==> src/rtl/clusterv_wb_arb_pkg.sv <==
// clusterv_wb_arb_pkg: shared types and helpers for the cluster Wishbone arbiter.
// Holds the FSM encoding, the round-robin pick function and watchdog sizing.
package clusterv_wb_arb_pkg;

    typedef enum logic {
        IDLE = 1'b0,
        BUSY = 1'b1
    } arb_state_e;

    localparam int RR_MAX      = 8;
    localparam int TIMEOUT_DEF = 255;
    localparam int WD_W_DEF    = $clog2(TIMEOUT_DEF + 1);

    // Counter width able to hold TIMEOUT-1; a disabled watchdog keeps 1 bit.
    function automatic int wd_width(input int timeout);
        return (timeout < 1) ? 1 : $clog2(timeout + 1);
    endfunction

    // One-hot grant: first set bit of req searching upward from last+1,
    // wrapping modulo n. Zero when nothing requests.
    function automatic logic [RR_MAX-1:0] rr_pick(
        input logic [RR_MAX-1:0] req,
        input int                last,
        input int                n
    );
        logic [RR_MAX-1:0] g;
        logic [2:0]        idx;
        g = '0;
        for (int k = 1; k <= RR_MAX; k++) begin
            idx = 3'((last + k) % n);
            if (k <= n && g == '0 && req[idx]) begin
                g[idx] = 1'b1;
            end
        end
        return g;
    endfunction

endpackage

==> src/rtl/clusterv_wb_arbiter_rr_pick.sv <==
// clusterv_rr_pick: combinational round-robin priority encoder.
// Also used by the cluster interrupt router.
module clusterv_rr_pick
    import clusterv_wb_arb_pkg::*;
#(
    parameter int N  = 4,
    parameter int LW = (N > 1) ? $clog2(N) : 1
) (
    input  logic [N-1:0]  req,
    input  logic [LW-1:0] last,
    output logic [N-1:0]  gnt_nxt
);

    logic [RR_MAX-1:0] req_ext;
    logic [RR_MAX-1:0] pick;
    logic              pick_unused;

    // Widen to the package width, pick, then narrow back.
    always_comb begin
        req_ext        = '0;
        req_ext[N-1:0] = req;
        pick           = rr_pick(req_ext, int'(last), N);
        gnt_nxt        = pick[N-1:0];
    end

    assign pick_unused = ^pick;

endmodule

==> src/rtl/clusterv_wb_arbiter.sv <==
// clusterv_wb_arbiter: round-robin Wishbone arbiter with cycle lock
// and a per-transfer watchdog that terminates hung accesses with err.
module clusterv_wb_arbiter
    import clusterv_wb_arb_pkg::*;
#(
    parameter int N_MASTERS = 4,
    parameter int ADR_W     = 32,
    parameter int DAT_W     = 32,
    parameter int TGA_W     = 1,
    parameter int TGC_W     = 1,
    parameter int TGD_W     = 4,
    parameter int TIMEOUT   = 255
) (
    input  logic                           clock,
    input  logic                           reset,
    input  logic [N_MASTERS*ADR_W-1:0]     m_adr,
    input  logic [N_MASTERS*DAT_W-1:0]     m_dat_w,
    input  logic [N_MASTERS*(DAT_W/8)-1:0] m_sel,
    input  logic [N_MASTERS-1:0]           m_we,
    input  logic [N_MASTERS-1:0]           m_cyc,
    input  logic [N_MASTERS-1:0]           m_stb,
    input  logic [N_MASTERS*TGA_W-1:0]     m_tga,
    input  logic [N_MASTERS*TGC_W-1:0]     m_tgc,
    input  logic [N_MASTERS*TGD_W-1:0]     m_tgd_w,
    output logic [DAT_W-1:0]               m_dat_r,
    output logic [TGD_W-1:0]               m_tgd_r,
    output logic [N_MASTERS-1:0]           m_ack,
    output logic [N_MASTERS-1:0]           m_err,
    output logic [ADR_W-1:0]               s_adr,
    output logic [DAT_W-1:0]               s_dat_w,
    output logic [DAT_W/8-1:0]             s_sel,
    output logic                           s_we,
    output logic                           s_cyc,
    output logic                           s_stb,
    output logic [TGA_W-1:0]               s_tga,
    output logic [TGC_W-1:0]               s_tgc,
    output logic [TGD_W-1:0]               s_tgd_w,
    input  logic [DAT_W-1:0]               s_dat_r,
    input  logic [TGD_W-1:0]               s_tgd_r,
    input  logic                           s_ack,
    input  logic                           s_err,
    output logic [N_MASTERS-1:0]           gnt
);

    localparam int LW   = (N_MASTERS > 1) ? $clog2(N_MASTERS) : 1;
    localparam int SW   = DAT_W / 8;
    localparam int WD_W = wd_width(TIMEOUT);
    localparam bit WD_EN = (TIMEOUT > 0);
    localparam logic [WD_W-1:0] WD_LAST =
        WD_W'((TIMEOUT > 0) ? TIMEOUT - 1 : 0);

    arb_state_e           state;
    arb_state_e           state_nxt;
    logic [N_MASTERS-1:0] gnt_q;
    logic [N_MASTERS-1:0] gnt_d;
    logic [N_MASTERS-1:0] pick;
    logic [LW-1:0]        pick_idx;
    logic [LW-1:0]        last;
    logic [LW-1:0]        last_d;
    logic [WD_W-1:0]      wd_cnt;
    logic [WD_W-1:0]      wd_d;
    logic                 busy;
    logic                 own_cyc;
    logic                 own_stb;
    logic                 waiting;
    logic                 wd_fire;
    int                   own;

    assign own = int'(last);
    assign gnt = gnt_q;

    clusterv_rr_pick #(
        .N  (N_MASTERS),
        .LW (LW)
    ) u_pick (
        .req     (m_cyc),
        .last    (last),
        .gnt_nxt (pick)
    );

    // Owner status and watchdog expiry; last doubles as the owner index.
    always_comb begin
        busy    = (state == BUSY);
        own_cyc = m_cyc[last];
        own_stb = m_stb[last];
        waiting = busy && own_stb && !s_ack && !s_err;
        wd_fire = WD_EN && waiting && (wd_cnt == WD_LAST);
    end

    // Convert the one-hot pick into an index for last.
    always_comb begin
        pick_idx = '0;
        for (int i = 0; i < N_MASTERS; i++) begin
            if (pick[i]) begin
                pick_idx = LW'(i);
            end
        end
    end

    // Next state: grant in IDLE, hold until the owner drops cyc.
    always_comb begin
        state_nxt = state;
        gnt_d     = gnt_q;
        last_d    = last;
        unique case (state)
            IDLE: begin
                if (|m_cyc) begin
                    state_nxt = BUSY;
                    gnt_d     = pick;
                    last_d    = pick_idx;
                end
            end
            BUSY: begin
                if (!own_cyc) begin
                    state_nxt = IDLE;
                    gnt_d     = '0;
                end
            end
            default: begin
                state_nxt = IDLE;
                gnt_d     = '0;
            end
        endcase
    end

    // Watchdog counts unanswered strobe cycles, cleared on any end.
    always_comb begin
        wd_d = '0;
        if (WD_EN && waiting && !wd_fire) begin
            wd_d = wd_cnt + WD_W'(1);
        end
    end

    // State, grant, last owner and watchdog registers.
    always_ff @(posedge clock) begin
        if (reset) begin
            state  <= IDLE;
            gnt_q  <= '0;
            last   <= LW'(N_MASTERS - 1);
            wd_cnt <= '0;
        end else begin
            state  <= state_nxt;
            gnt_q  <= gnt_d;
            last   <= last_d;
            wd_cnt <= wd_d;
        end
    end

    // Owner's request onto the slave port; all zero when not busy.
    always_comb begin
        s_adr   = '0;
        s_dat_w = '0;
        s_sel   = '0;
        s_we    = 1'b0;
        s_cyc   = 1'b0;
        s_stb   = 1'b0;
        s_tga   = '0;
        s_tgc   = '0;
        s_tgd_w = '0;
        if (busy) begin
            s_adr   = m_adr[own*ADR_W +: ADR_W];
            s_dat_w = m_dat_w[own*DAT_W +: DAT_W];
            s_sel   = m_sel[own*SW +: SW];
            s_we    = m_we[last];
            s_cyc   = own_cyc;
            s_stb   = own_stb & ~wd_fire;
            s_tga   = m_tga[own*TGA_W +: TGA_W];
            s_tgc   = m_tgc[own*TGC_W +: TGC_W];
            s_tgd_w = m_tgd_w[own*TGD_W +: TGD_W];
        end
    end

    // Responses go only to the owner; read data is broadcast.
    always_comb begin
        m_ack   = '0;
        m_err   = '0;
        m_dat_r = s_dat_r;
        m_tgd_r = s_tgd_r;
        if (busy) begin
            m_ack[last] = s_ack;
            m_err[last] = s_err | wd_fire;
        end
    end

endmodule

==> config.mk <==
export PLATFORM = sky130hd
export DESIGN_NAME = clusterv_wb_arbiter
export DESIGN_NICKNAME = d
export VERILOG_FILES = /design/src/rtl/clusterv_wb_arb_pkg.sv /design/src/rtl/clusterv_wb_arbiter_rr_pick.sv /design/src/rtl/clusterv_wb_arbiter.sv
export SDC_FILE = /design/constraint.sdc
export NUM_CORES = 1
export LEC_CHECK = 0
export CAP_MARGIN = 10
export CORE_AREA = 2 2 183 185
export DETAILED_ROUTE_END_ITERATION = 7
export DIE_AREA = 0 0 185 187
export PLACE_DENSITY_LB_ADDON = 0.08
export SLEW_MARGIN = 10
export SYNTH_ARGS = -nofsm -noshare
export SYNTH_HDL_FRONTEND = slang
export SYNTH_HIERARCHICAL = 1
export SYNTH_SLANG_ARGS = --single-unit
export TNS_END_PERCENT = 30
==> constraint.sdc <==
create_clock -name clock -period 3 [get_ports clock]
set_clock_uncertainty 0.2 [all_clocks]
set_input_delay 0.3 -clock clock [delete_from_list [all_inputs] [get_ports clock]]
set_output_delay 0.3 -clock clock [all_outputs]
set_load 0.02 [all_outputs]
==> flow_metrics.py <==
metrics = {
    "cts": {
        "root_buffer": "clkbuf_16",
        "cts_hold_buf": 0,
        "tritoncts": "built",
        "cts_max_path_buffers": 2,
        "clk_latency_ps": 240,
        "post-cts-setup-buffers": 0,
        "cts_num_sinks": 15,
        "cts_buffers": 3,
        "cts_max_level": 1,
        "path_clk_slew_ps": 50,
    },
    "power_and_ir_drop": {
        "power_frac_clock_pct": 6.0,
        "pwr-share-comb_pct": 87.8,
        "swShare_pct": 41.05,
        "switchingPower_w": 0.001769,
        "seqPwrFrac_pct": 6.2,
        "ir_drop_uv": 309.4,
        "p_leak_nw": 2.969,
        "internal-power_w": 0.002540,
        "p_per_area_nw_per_um2": 514.8,
        "finalPower_w": 0.004309,
    },
    "die": {
        "initial_core_util_pct": 12.07,
        "core_area_um2": 32860,
        "dieHeight_um": 187,
        "dieArea_um2": 34600,
        "chipWidth_um": 185,
        "num_rows": 67,
        "num_io_pins": 473,
    },
    "worst_setup_path": {
        "critPathArrivalTime_ps": 2390,
        "r2r_cells": 10,
        "path_max_fanout": 19,
        "worstSetupPathType": "flip-flop to primary output",
        "required_ps": 2500,
        "start_kind": "flip-flop",
        "cp-end-kind": "primary output",
    },
    "cells_and_area": {
        "syn_to_final_growth_pct": 111.0,
        "final_nets": 1078,
        "multi_input_area_um2": 3117,
        "fill_cells": 3541,
        "final_common_cell": "clkdlybuf4s50_1",
        "final_cell_mix": "398 x clkdlybuf4s50_1, 79 x mux4_2, 77 x and2_1",
        "fin_util_pct": 25.47,
        "register_area_um2": 309.0,
        "drive_gt1_share_pct": 16.83,
    },
    "logic_synthesis": {
        "syn_nets": 715,
        "synth_edf_count": 0,
        "syn_avg_cell_area_um2": 11.11,
        "ys_async_sr_fraction_pct": 0,
        "synth_top_area_cell": "mux4_2",
        "synthDistinctLibCells": 48,
        "synth_top_area_share_pct": 44.86,
        "synthCells": 357,
        "netlist_area_um2": 3966,
        "synth_seq_area_share_pct": 7.571,
        "yosys_warnings": 6,
        "yosys-top-cells-area": "mux4_2 45%, and2_1 12%, dfxtp_1 7.6%",
        "synth_ff_type": "dfxtp_1",
        "ys_ff_latch": 15,
    },
    "global_route": {
        "grt-ovfl-total": 0,
        "grt_pass1_vias": 4891,
        "grt_max_degree": 52,
        "track_usage_pct": 13.57,
        "grt_pass1_wl_mm": 34.74,
        "antenna_found_initial": 3,
    },
    "routing": {
        "vias": 4583,
        "wl_per_cell_um": 21.56,
        "drc": 0,
        "dr.pass1.iters": 7,
        "via_per_inst": 3.920,
        "wl_mm": 25.21,
        "ant_nets": 0,
        "drtIter0Drc": 252,
    },
    "placed_design": {
        "place_congestion": 0.8326,
        "dpl_worst_slack_ps": 5.365,
        "io_buffers": 400,
        "dp_hpwl_mm": 21.27,
    },
    "timing": {
        "rsz0062_at_grt": "false",
        "min_period_over_period_pct": 96.21,
        "setup_slack_ps": 113.6,
        "max_slew.worst_pin.slew_ps": 627.2,
        "fmax_mhz": 346.5,
        "drv_slew": 0,
        "final_hold_viol_count": 0,
        "setup_violations": 0,
        "slew_headroom_pct": 57.91,
        "fin_tns_setup_ps": 0,
        "period_minus_slack_ps": 2886,
    },
    "min_path": {
        "hold_path.class": "flip-flop to flip-flop",
        "whs_path_depth": 1,
    },
    "run_status": {
        "status": "complete, no violations",
    },
    "flow_run": {
        "drv_cap": 0,
    },
}
==> area by class of cell <==
type / instances / share of cell area (%)
Antenna cell: 2 / 0.05979
Clock buffer: 4 / 0.9417
Inverter: 6 / 0.2691
Multi-Input combinational cell: 270 / 37.23
Sequential cell: 15 / 3.692
Tap cell: 448 / 6.697
Timing Repair Buffer: 424 / 51.11
==> logic make-up after synthesis <==
family,count (synthesis),share of synthesized area (%)
AO/OA/AOI/OAI,34,6.940
XOR/XNOR,3,0.6626
adder cells (fa/ha/maj),10,3.155
buffers and inverters,72,14.13
flip-flops,15,7.571
multiplexers,84,47.00
AND/OR/NAND/NOR,139,20.54
==> state kept, by name, indices dropped and copies added, names as in the netlist <==
register	count
wd_cnt	8
last	2
busy	1
gnt	4
==> worst paths after layout <==
kind / slack, ps / start / to
worst max-delay path: 110 / last[0] / s_adr[12]
worst min-delay path: 310 / wd_cnt[0] / wd_cnt[0]
worst max register to register: 220 / last[0] / last[1]
worst min register to register: 310 / wd_cnt[0] / wd_cnt[0]
==> worst max-delay path, stage by stage (launching register included) <==
cell and delay (ps):
dfxtp_4 350, buf_6 240, buf_8 250, mux4_2 530
and2_1 190, clkdlybuf4s50_1 560
==> per-layer routing <==
metal,up-vias,GRT usage (%),wire length (um)
li1,2083,-,-
met5,-,0,13
met4,2,1.526,196
met2,240,26.35,13460
met1,2242,14.69,9152
met3,16,4.030,2385
==> synthesized netlist by cell type (3+ instances only) <==
library cell	count
nand2b_1	3
clkbuf_1	7
o21ai_0	7
nand2_1	13
nand4_1	3
a211oi_1	3
buf_6	3
and2_1	77
nor3_1	9
nor2b_1	6
a32o_1	5
a21oi_1	3
mux4_2	79
buf_2	12
or3_1	3
ha_1	10
nor2_1	7
inv_1	6
buf_12	7
nand3_1	7
dfxtp_1	15
o211ai_1	3
buf_4	37
==> stage by stage <==
stage	cell area, um^2	hold slack [ps]	cells
final	8371	310.6	1169
after global routing	8366	342.4	1167
after CTS	8317	314.8	1166
after detailed placement	8192	307.3	1161
after global placement	8192	273.3	1161
after floorplan	3966	169.1	357
==> what timing repair did <==
item                                    4_1_cts  5_1_grt
cloned                                        1        1
gates resized for setup                       5        5
endpoints found under the setup margin       58       22
==> power groups by stage <==
stage	clock network (W)	registers, W	logic, W
after floorplan	0	0.000308	0.00239
after global placement	0	0.000270	0.00371
after detailed placement	0	0.000270	0.00370
after CTS	0.000268	0.000268	0.00381
after global routing	0.000277	0.000274	0.00407
final	0.000257	0.000267	0.00378
Power figures use the tool's default switching activity.
